## src/rtl/mem_arbiter.sv

```systemverilog
// mem_arbiter: two-port round-robin arbiter in front of an asynchronous SRAM.
//
// Each transaction is one IDLE sample, WAIT_CYCLES cycles of ACCESS with the
// SRAM strobes asserted, and one DONE cycle carrying a single-cycle Ack to the
// granted port. Request inputs are sampled only in IDLE, so a requester must
// hold Req/WE/ADDR/Wdata until its Ack.
//
// Parameters:
//   WAIT_CYCLES       SRAM access cycles per transaction (legal 1..15)
// Ports:
//   i_clk             system clock, rising edge
//   i_rst             asynchronous active-high reset
//   i_req0/i_req1     access request (port 0 = CPU, port 1 = DMA/loader)
//   i_we0/i_we1       1 = write, 0 = read
//   i_addr0/i_addr1   20-bit word address
//   i_wdata0/i_wdata1 16-bit write data
//   o_ack0/o_ack1     one-cycle completion pulse
//   o_rdata           read data, held until the next read completes
//   o_gnt             index of the port owning the current/last transaction
//   o_mem_ce/ub/lb    active-low SRAM enables, tied asserted
//   o_mem_oe/o_mem_we active-low SRAM strobes
//   o_mem_addr        SRAM address
//   o_data_to_sram    SRAM write data
//   o_drive_en        high while this block drives the SRAM data bus
//   i_data_from_sram  SRAM read data

module mem_arbiter #(
  parameter int unsigned WAIT_CYCLES = 2
) (
  input  logic        i_clk,
  input  logic        i_rst,
  input  logic        i_req0,
  input  logic        i_req1,
  input  logic        i_we0,
  input  logic        i_we1,
  input  logic [19:0] i_addr0,
  input  logic [19:0] i_addr1,
  input  logic [15:0] i_wdata0,
  input  logic [15:0] i_wdata1,
  output logic        o_ack0,
  output logic        o_ack1,
  output logic [15:0] o_rdata,
  output logic        o_gnt,
  output logic        o_mem_ce,
  output logic        o_mem_ub,
  output logic        o_mem_lb,
  output logic        o_mem_oe,
  output logic        o_mem_we,
  output logic [19:0] o_mem_addr,
  output logic [15:0] o_data_to_sram,
  output logic        o_drive_en,
  input  logic [15:0] i_data_from_sram
);

  localparam logic [3:0] LP_WAIT = 4'(WAIT_CYCLES);

  typedef enum logic [1:0] {
    StIdle   = 2'd0,
    StAccess = 2'd1,
    StDone   = 2'd2
  } state_e;

  state_e      r_state, w_state;
  logic        r_we, w_we;
  logic [19:0] r_addr, w_addr;
  logic [15:0] r_wdata, w_wdata;
  logic        r_gnt, w_gnt;
  logic [3:0]  r_cnt, w_cnt;
  logic [15:0] r_rdata, w_rdata;
  logic        w_win;

  // Reset leaves r_gnt = 1 so that port 0 wins the first tie.
  always_ff @(posedge i_clk or posedge i_rst) begin
    if (i_rst) begin
      r_state <= StIdle;
      r_we    <= 1'b0;
      r_addr  <= '0;
      r_wdata <= '0;
      r_gnt   <= 1'b1;
      r_cnt   <= '0;
      r_rdata <= '0;
    end else begin
      r_state <= w_state;
      r_we    <= w_we;
      r_addr  <= w_addr;
      r_wdata <= w_wdata;
      r_gnt   <= w_gnt;
      r_cnt   <= w_cnt;
      r_rdata <= w_rdata;
    end
  end

  // Round-robin: a lone requester wins; on a tie the port that did not own
  // the last transaction wins.
  assign w_win = (i_req0 && i_req1) ? ~r_gnt : i_req1;

  always_comb begin
    w_state = r_state;
    w_we    = r_we;
    w_addr  = r_addr;
    w_wdata = r_wdata;
    w_gnt   = r_gnt;
    w_cnt   = r_cnt;
    w_rdata = r_rdata;
    unique case (r_state)
      StIdle: begin
        if (i_req0 || i_req1) begin
          w_gnt   = w_win;
          w_we    = w_win ? i_we1 : i_we0;
          w_addr  = w_win ? i_addr1 : i_addr0;
          w_wdata = w_win ? i_wdata1 : i_wdata0;
          w_cnt   = LP_WAIT;
          w_state = StAccess;
        end
      end
      StAccess: begin
        w_cnt = r_cnt - 4'd1;
        // Last ACCESS edge: read data has had the full strobe time to settle.
        if (r_cnt == 4'd1) begin
          w_state = StDone;
          if (!r_we) begin
            w_rdata = i_data_from_sram;
          end
        end
      end
      StDone: begin
        w_state = StIdle;
      end
      default: begin
        w_state = StIdle;
      end
    endcase
  end

  // Moore outputs: strobes depend only on the state and latched direction,
  // so an asynchronous reset releases them immediately.
  always_comb begin
    o_mem_oe   = 1'b1;
    o_mem_we   = 1'b1;
    o_drive_en = 1'b0;
    o_ack0     = 1'b0;
    o_ack1     = 1'b0;
    unique case (r_state)
      StAccess: begin
        if (r_we) begin
          o_mem_we   = 1'b0;
          o_drive_en = 1'b1;
        end else begin
          o_mem_oe = 1'b0;
        end
      end
      StDone: begin
        o_ack0 = ~r_gnt;
        o_ack1 = r_gnt;
      end
      default: begin
      end
    endcase
  end

  assign o_mem_ce       = 1'b0;
  assign o_mem_ub       = 1'b0;
  assign o_mem_lb       = 1'b0;
  assign o_mem_addr     = r_addr;
  assign o_data_to_sram = r_wdata;
  assign o_rdata        = r_rdata;
  assign o_gnt          = r_gnt;

endmodule

```

## config.mk

```make
export PLATFORM = sky130hd
export DESIGN_NAME = mem_arbiter
export DESIGN_NICKNAME = d
export VERILOG_FILES = /design/src/rtl/mem_arbiter.sv
export SDC_FILE = /design/constraint.sdc
export NUM_CORES = 1
export LEC_CHECK = 0
export BUFFER_PORTS_ARGS = -buffer_cell sky130_fd_sc_hd__buf_2
export CELL_PAD_IN_SITES_DETAIL_PLACEMENT = 1
export CELL_PAD_IN_SITES_GLOBAL_PLACEMENT = 1
export CORE_UTILIZATION = 38
export DETAILED_ROUTE_END_ITERATION = 6
export GPL_TIMING_DRIVEN = 0
export PLACE_DENSITY = 0.89
export SYNTH_ARGS = -nofsm -noshare
export SYNTH_HDL_FRONTEND = slang
export SYNTH_SLANG_ARGS = --single-unit
```

## constraint.sdc

```tcl
create_clock -name i_clk -period 3 [get_ports i_clk]
set_input_delay 0.6 -clock i_clk [delete_from_list [all_inputs] [get_ports i_clk]]
set_output_delay 0.6 -clock i_clk [all_outputs]
set_load 0.02 [all_outputs]
```

# Word level (Yosys, flattened, before mapping)
# Index checks and enable logic that the tools add are counted.
[word_totals]
inputBits = 94
ff_bits = 60
out_inout_bits = 61
[classes]
n_mux = 16
n_eq_ne = 5
reduce_logical = 8
addsub = 1
n_bitwise = 2
[op_table]
columns = ["cell", "n"]
rows = [
  ["$mux 20", 1],
  ["$mux 16", 1],
  ["$mux 1", 9],
  ["$pmux 4 s2", 1],
  ["$reduce_and 2->1", 3],
  ["$eq 4x1->1 const B", 1],
  ["$mux 2", 2],
  ["$mux 4", 1],
  ["$ne 2x2->1 const B", 2],
  ["$pmux 2 s2", 1],
  ["$sub 4x1->4 const B", 1],
  ["$reduce_and 3->1", 1],
  ["$eq 2x1->1 const B", 1],
  ["$eq 2x2->1 const B", 1],
  ["$logic_not 2->1", 1],
  ["$not 1->1", 2],
  ["$reduce_bool 2->1", 1],
  ["$logic_and 1x1->1", 1],
  ["$logic_or 1x1->1", 1],
]

# Depth between registers and ports, before layout
# Gate-level depths: netlist (run 1).
[depth]
word_depth = 3
depth_mapped = 6

# Least setup slack after synthesis (run 1)
# Ideal clock, no wire load.
[synth_path]
path_type = "input port to flip-flop"
from = "input port i_req1"
to = "register r_wdata[0] (netlist: o_data_to_sram[0])"
path_stages = 5
required_ns = 2.875
t_arrival_ns = 1.665
setup_ns = 0.125
setup_slack_ns = 1.210
n_path_buf = 2
cell_sequence = "a21boi_1 -> buf_6 -> buf_6 -> mux2_4 -> mux2_2"
[synth_via]
elab_chain_len = 3
[synth_rtl]
columns = ["item", "line", "text"]
rows = [
  ["from (decl)", "33", "input logic i_req1,"],
  ["$logic_and 1x1->1", "95", "assign w_win = (i_req0 && i_req1) ? ~r_gnt : i_req1;"],
  ["$mux 1", "95", ""],
  ["$mux 16", "111", "w_wdata = w_win ? i_wdata1 : i_wdata0;"],
  ["to (signal assigned)", "86", "r_wdata <= w_wdata;"],
  ["to (decl)", "66", "logic [15:0] r_wdata, w_wdata;"],
]
# Several ways; a longest one is shown, not always the timed one.
# A chain may end at the register's enable or synchronous reset.

# Final worst setup path (run 1)
[layout_path]
from = "register r_state[1]"
to = "output port o_drive_en"
[layout_via]
elab_chain_len = 2
[layout_rtl]
columns = ["item", "line", "text"]
rows = [
  ["from (decl)", "63", "state_e r_state, w_state;"],
  ["from (signal assigned)", "75", "r_state <= StIdle;"],
  ["from (signal assigned)", "83", "r_state <= w_state;"],
  ["$eq 2x1->1", "143", "unique case (r_state)"],
  ["$mux 1", "143", ""],
  ["to (decl)", "51", "output logic o_drive_en,"],
]
# Every way passes these cells.

==> results of run 1 <==
-- layout make-up --
| type | instances | share of cell area |
|---|---|---|
| inverters | 4 | 0.00368 |
| flip-flops and latches | 60 | 0.368 |
| multi-input cells | 119 | 0.330 |
| clock buffers | 11 | 0.0347 |
| repair buffers | 152 | 0.190 |
| well taps | 99 | 0.0304 |
| clock inverters | 5 | 0.0184 |
| plain buffers | 12 | 0.0239 |
-- power by group through the flow --
| stage | Combinational [W] | Clock (W) | Sequential, W |
|---|---|---|---|
| 6_report | 0.00198 | 0.000805 | 0.00147 |
| 5_1_grt | 0.00212 | 0.000860 | 0.00153 |
| 4_1_cts | 0.00201 | 0.000824 | 0.00148 |
| 3_5_place_dp | 0.00200 | 0 | 0.00148 |
| 3_3_place_gp | 0.00193 | 0 | 0.00145 |
| 2_1_floorplan | 0.000884 | 0 | 0.00191 |
-- path summary, 6_finish.rpt --
check                                    start           endpoint  depth (start not counted)
hold / removal                           i_rst         o_rdata[4]                          2
setup reg to reg                    r_state[0]  o_data_to_sram[0]                          4
setup / recovery                    r_state[1]         o_drive_en                          4
max in group asynchronous                i_rst              o_gnt                          3
min in group i_clk         i_data_from_sram[1]         o_rdata[1]                          2
hold reg to reg              o_data_to_sram[9]  o_data_to_sram[9]                          1
-- state kept, by name, summed over array words and instances (netlist names) --
signal,cells
o_rdata,16
o_gnt,1
o_mem_addr,20
r_cnt,4
r_state,2
o_data_to_sram,16
r_we,1
-- cells in the final DEF (no fill, tap or decap) --
master	instances
a21boi_1	1
a21oi_1	1
a22o_1	2
a22oi_1	1
and2_1	1
and2b_2	1
and3b_1	1
buf_12	1
buf_2	154
buf_4	5
buf_6	4
bufinv_16	2
clkbuf_1	1
clkbuf_8	10
clkinv_2	3
conb_1	3
dfrtp_1	59
dfstp_2	1
ha_1	2
inv_1	3
inv_2	1
mux2_2	65
mux2_4	29
nand2_1	1
nand2b_1	1
nand3b_4	1
nor2_1	3
nor3_1	3
nor3b_1	1
nor3b_2	1
or2_2	1
-- cells by family (layout without fill, tap and decap cells) --
kind of cell	Yosys count	in the layout	synth area share
compound gates	5	5	0.0127
buf+inv	16	184	0.0381
flops	60	60	0.508
mux	94	94	0.395
other cells	1	3	0.00127
fa+ha+maj	2	2	0.00847
simple gates	15	15	0.0360
-- critical path, stage by stage (launching register included) --
cell and delay, ns:
dfrtp_1 0.44, and2b_2 0.32, nand2_1 0.10, inv_1 0.06, buf_2 0.15
-- per-layer routing --
metal  vias up  wire (um)  part of all wire  global-route usage
met2        97       4220              0.55               0.377
li1       1009          -                 -                   -
met1      1090       2990              0.39               0.232
met3         6        417             0.054              0.0423
met4         0         55            0.0072              0.0645
met5         -          0                 0                   0
-- stage by stage --
stage / util / cells / hold WS [ns]
finish: 0.553 / 462 / 0.265
global placement: 0.521 / 445 / 0.484
CTS: 0.553 / 462 / 0.266
floorplan: - / 195 / 0.518
detailed placement: 0.524 / 446 / 0.491
global route: 0.553 / 462 / 0.296
==> impl_results.md, run 1 <==
* Total number of vias at 2,202
* Total Routing Usage GR at 0.204
* Clock Latency Late Sink at 0.33 ns
* Register area share after synthesis at 0.508
* Placed wire-length estimate at 5960 um
* Die Y at 90.2 um
* CTS Buf Count at 9
* Final Max Tran Viols at 0
* Synth area leader: dfrtp_1
* N_diodes at 0
* Startpoint types: register
* 1st-iter DRT viols at 41
* Share of the synthesized area in the top cell type at 0.500
* CP required at 2.40 ns
* Drt first pass iters at 4
* Sequential power share at 0.346
* Place WS at 0.922 ns
* Synth Area per Inst at 15.3 um^2
* Largest net degree at the start of global routing at 43
* Post-synthesis register bit count at 60
* GPL Wtd Cong at 0.763
* Top_reg_cell synth: dfrtp_1
* WS Path Type: reg2out
* VDD IR-drop max at 472 uV
* Clock power share at 0.190
* Initial core utilization at 0.401
* Drc violations at 0
* Chip width at 90.2 um
* P_int at 0.00265 W
* Clock-pin slew on the worst setup and hold paths at 0.08 ns
* Final-layout fill cell count at 823
* Clock Sinks at 60
* Post-Syn Instances at 193
* Crit path max fanout at 7
* Unrepaired setup endpoints after global routing: no
* Ys async rst share at 1.00
* Max Fclk at 504 MHz
* # nets final at 454
* Initial antenna violation count at 0
* Hold-fix buffers at CTS at 0
* H-tree level count at 3
* Sequential standard cell area at 1500 um^2
* Lkg Pwr at 2.10 nW
* Core Region at 7370 um^2
* Global-route wire length before repair at 12,900 um
* Hold Violations, Final at 0
* Area occupied by multi-input gates at 1350 um^2
* Layout overhead on the synthesized area at 38.0%
* Die area at 8130 um^2
* Total negative slack at 0 ns
* Status: finished clean
* Fin area at 4080 um^2
* Vias per cell at 4.77
* Dominant cells by area after synthesis: dfrtp_1 (50%), mux2_2 (25%), mux2_4 (15%)
* Vias in the first global route at 2,486
* Post-CTS sizing at 0
* Post-route minimum period at 1.98 ns
* Max Cap Viol at 0
* Most instantiated cells after synthesis: mux2_2 (65), dfrtp_1 (59), mux2_4 (29), buf_4 (5)
* Wirelength, routed at 7680 um
* Setup slack, reg-to-reg at 1.23 ns
* Power per standard cell area at 1040 nW/um^2
* Psw at 0.00160 W
* Worst min path class: in2async
* CTS max path bufs at 2
* CTS root buf: clkbuf_8
* FP Rows at 31
* Post-CTS repair timing setup buffer count at 0
* Crit. End Element: primary output
* Total power at 0.00425 W
* EDFF count, synth at 0
* Syn. warnings at 0
* Clk_skew at 0.0157 ns
* Period utilisation layout at 0.661
* Gate power share at 0.465
* IO buf count at 151
* WL per Instance at 16.6 um
* Count leader, synth: mux2_2
* Netlist cell types at 25
* GR Overflow Total at 0
* Area post-placement at 3860 um^2
* Final ANT Viol Nets at 0
* Worst EP arrival at 1.38 ns
* TritonCTS clock tree: done
* Final setup fails at 0
* # IOs at 155
* Mapped Area at 2960 um^2
* Net Sw Frac at 0.376
* Share of cells above drive strength 1 at 0.769
* PnR worst setup slack at 1.02 ns
(Power assumes the default switching activity.)
==> run 2, diff against run 1 <==
--- a/config.mk
+++ b/config.mk
@@ -5,13 +5,14 @@
 export SDC_FILE = /design/constraint.sdc
 export NUM_CORES = 1
 export LEC_CHECK = 0
+export ABC_AREA = 1
 export BUFFER_PORTS_ARGS = -buffer_cell sky130_fd_sc_hd__buf_2
 export CELL_PAD_IN_SITES_DETAIL_PLACEMENT = 1
 export CELL_PAD_IN_SITES_GLOBAL_PLACEMENT = 1
-export CORE_UTILIZATION = 38
+export CORE_UTILIZATION = 29
 export DETAILED_ROUTE_END_ITERATION = 6
 export GPL_TIMING_DRIVEN = 0
-export PLACE_DENSITY = 0.89
+export PLACE_DENSITY = 0.8
 export SYNTH_ARGS = -nofsm -noshare
 export SYNTH_HDL_FRONTEND = slang
 export SYNTH_SLANG_ARGS = --single-unit
==> constraint.sdc (replaced) <==
create_clock -name i_clk -period 1.6 [get_ports i_clk]
set_input_delay 0.32 -clock i_clk [delete_from_list [all_inputs] [get_ports i_clk]]
set_output_delay 0.32 -clock i_clk [all_outputs]
set_load 0.02 [all_outputs]
==> impl_results.md, run 2 <==
* # nets final at 679
* Most instantiated cells after synthesis: nand2_1 (161), dfrtp_1 (59), nand3_1 (59), inv_1 (46), nand3b_1 (37)
* Register area share after synthesis at 0.475
* Clock power share at 0.190
* Clock Latency Late Sink at 0.34 ns
* Unrepaired setup endpoints after global routing: yes
* Hold Violations, Final at 0
* Final ANT Viol Nets at 0
* Initial core utilization at 0.303
* Mapped Area at 3170 um^2
* Slew @ Worst Pin at 0.745 ns
* Total Routing Usage GR at 0.182
* Sequential power share at 0.319
* CP required at 1.28 ns
* IO buf count at 151
* FF-to-FF path depth at 8
* Final setup fails at 0
* EDFF count, synth at 0
* Max layer used: met4
* GPL Wtd Cong at 0.755
* Crit. End Element: primary output
* Gate power share at 0.491
* Lkg Pwr at 2.61 nW
* Status: finished clean
* Final Max Tran Viols at 0
* Syn. warnings at 0
* TritonCTS clock tree: done
* Die area at 11,300 um^2
* Worst min path class: in2async
* Setup slack, reg-to-reg at 0.13 ns
* Chip width at 107 um
* WL per Instance at 13.9 um
* Post-Syn Instances at 408
* Max reg flops at 20
* N_diodes at 0
* Net Sw Frac at 0.443
* DRT met1 WL at 4430 um
* Top_reg_cell synth: dfrtp_1
* Drt first pass iters at 4
* Post-synthesis register bit count at 60
* Final-layout fill cell count at 1,340
* Clk_skew at 0.0133 ns
* Clock Sinks at 60
* Initial antenna violation count at 0
* Share of the synthesized area in the top cell type at 0.466
* 1st-iter DRT viols at 79
* Count leader, synth: nand2_1
* Synth Area per Inst at 7.76 um^2
* Netlist cell types at 21
* CTS max path bufs at 2
* Placed Instances at 697
* VDD IR-drop max at 875 uV
* WS Path Type: reg2out
* Hold-fix buffers at CTS at 0
* Vias per cell at 4.50
* Fin util at 0.429
* Period utilisation layout at 0.975
* FP Rows at 37
* Ys async rst share at 1.00
* Wirelength, routed at 10,100 um
* Non-Filler Instances at 724
* Largest net degree at the start of global routing at 61
* CP cell instances: and3_1, buf_2
* Drc violations at 0
* P_int at 0.00493 W
* Core Region at 10,500 um^2
* Crit path max fanout at 5
* Worst slew margin at 0.503
* Synth area leader: dfrtp_1
* H-tree level count at 3
* Slowest CP cell: dfstp_2
* Most frequent cells in the layout: nand2_1 (160), buf_2 (160), nand3_1 (59)
* Worst reg2reg path startpoint: r_cnt[1]
* Total power at 0.00885 W
* # IOs at 155
* Die Y at 107 um
* Startpoint types: register
* Total number of vias at 3,259
* Worst EP arrival at 1.24 ns
* Reg2Reg Capture Point: o_rdata[9]
* Total negative slack at 0 ns
* CTS Buf Count at 9
* Met3 wirelength from detailed routing at 571 um
* Clock-pin slew on the worst setup and hold paths at 0.08 ns
* Max Fclk at 641 MHz
* Placed wire-length estimate at 7340 um
* Routed met2 length at 4980 um
* Post-route minimum period at 1.56 ns
* Global-route wire length before repair at 16,200 um
* Max incr delay on CP at 0.58 ns
* Max Cap Viol at 0
* Psw at 0.00392 W
* Power per standard cell area at 1970 nW/um^2
* CTS root buf: clkbuf_8
* Dominant cells by area after synthesis: dfrtp_1 (47%), nand2_1 (19%), nand3_1 (9.3%)
* GR Overflow Total at 0
* Layout overhead on the synthesized area at 41.6%
* Vias in the first global route at 3,370
* Share of cells above drive strength 1 at 0.369
run 2: changes by cell type after synthesis, moves of 2 or more:
cell / change
a22o_1: -2
buf_2: +11
inv_1: +42
inv_2: +2
mux2_2: -65
mux2_4: -29
nand2_1: +160
nand2_4: +2
nand3_1: +59
nand3b_1: +37
nor2_4: +2
o21ai_0: +3
run 2: final cells by class:
cell class / instances / area, um^2 / share of cell area
clock inverters: 6 / 113 / 0.0251
plain buffers: 24 / 163 / 0.0363
multi-input cells: 277 / 1340 / 0.300
flip-flops and latches: 60 / 1500 / 0.335
inverters: 48 / 191 / 0.0427
well taps: 136 / 170 / 0.0379
repair buffers: 163 / 873 / 0.195
clock buffers: 10 / 128 / 0.0285
run 2: worst max path at each step:
stage	from	end	slack, ns	cells past startpoint
after global placement	o_gnt	o_data_to_sram[2]	0.12	7
after global routing	o_gnt	o_ack1	-0.01	2
after CTS	r_state[1]	o_drive_en	0.004	6
after floorplan	r_state[1]	o_drive_en	0.26	5
after detailed placement	i_rst	o_data_to_sram[4]	0.09	2
final	o_gnt	o_ack1	0.04	2
run 2: worst max-delay path, delay by kind of cell, from the launching register on:
kind | cells | cell delay, ns
buf+inv | 1 | 0.16
simple gates | 1 | 0.16
flops | 1 | 0.58
run 2: power by group through the flow:
stage,sequential (W),combinational (W),clock [W]
2_1_floorplan,0.00358,0.00184,0
3_5_place_dp,0.00282,0.00411,0
6_report,0.00282,0.00434,0.00168
3_3_place_gp,0.00277,0.00398,0
4_1_cts,0.00282,0.00424,0.00173
5_1_grt,0.00291,0.00479,0.00180
run 2: logic make-up after synthesis:
family,Yosys count,synth area share
flops,60,0.475
compound gates,3,0.00474
simple gates,269,0.403
buf+inv,73,0.109
fa+ha+maj,2,0.00790
other cells,1,0.00118
run 2: repair_timing:
item                                    CTS  global route
pin swaps                                 1             2
buffers inserted                          5             6
resized for setup                         7            11
endpoints found under the setup margin    3            16
run 2: per-stage QoR:
step	instance area (um^2)	setup WS (ns)	hold slack, ns
detailed placement	4100	0.0902	0.462
global placement	4100	0.116	0.449
floorplan	3180	0.262	0.426
global route	4490	-0.0112	0.143
finish	4490	0.0404	0.0988
CTS	4400	0.00443	0.202
run 2: layer usage:
layer / vias up / GRT usage
met2: 108 / 0.315
met5: - / 0
li1: 1608 / -
met1: 1536 / 0.226
met3: 7 / 0.0417
met4: 0 / 0.0519
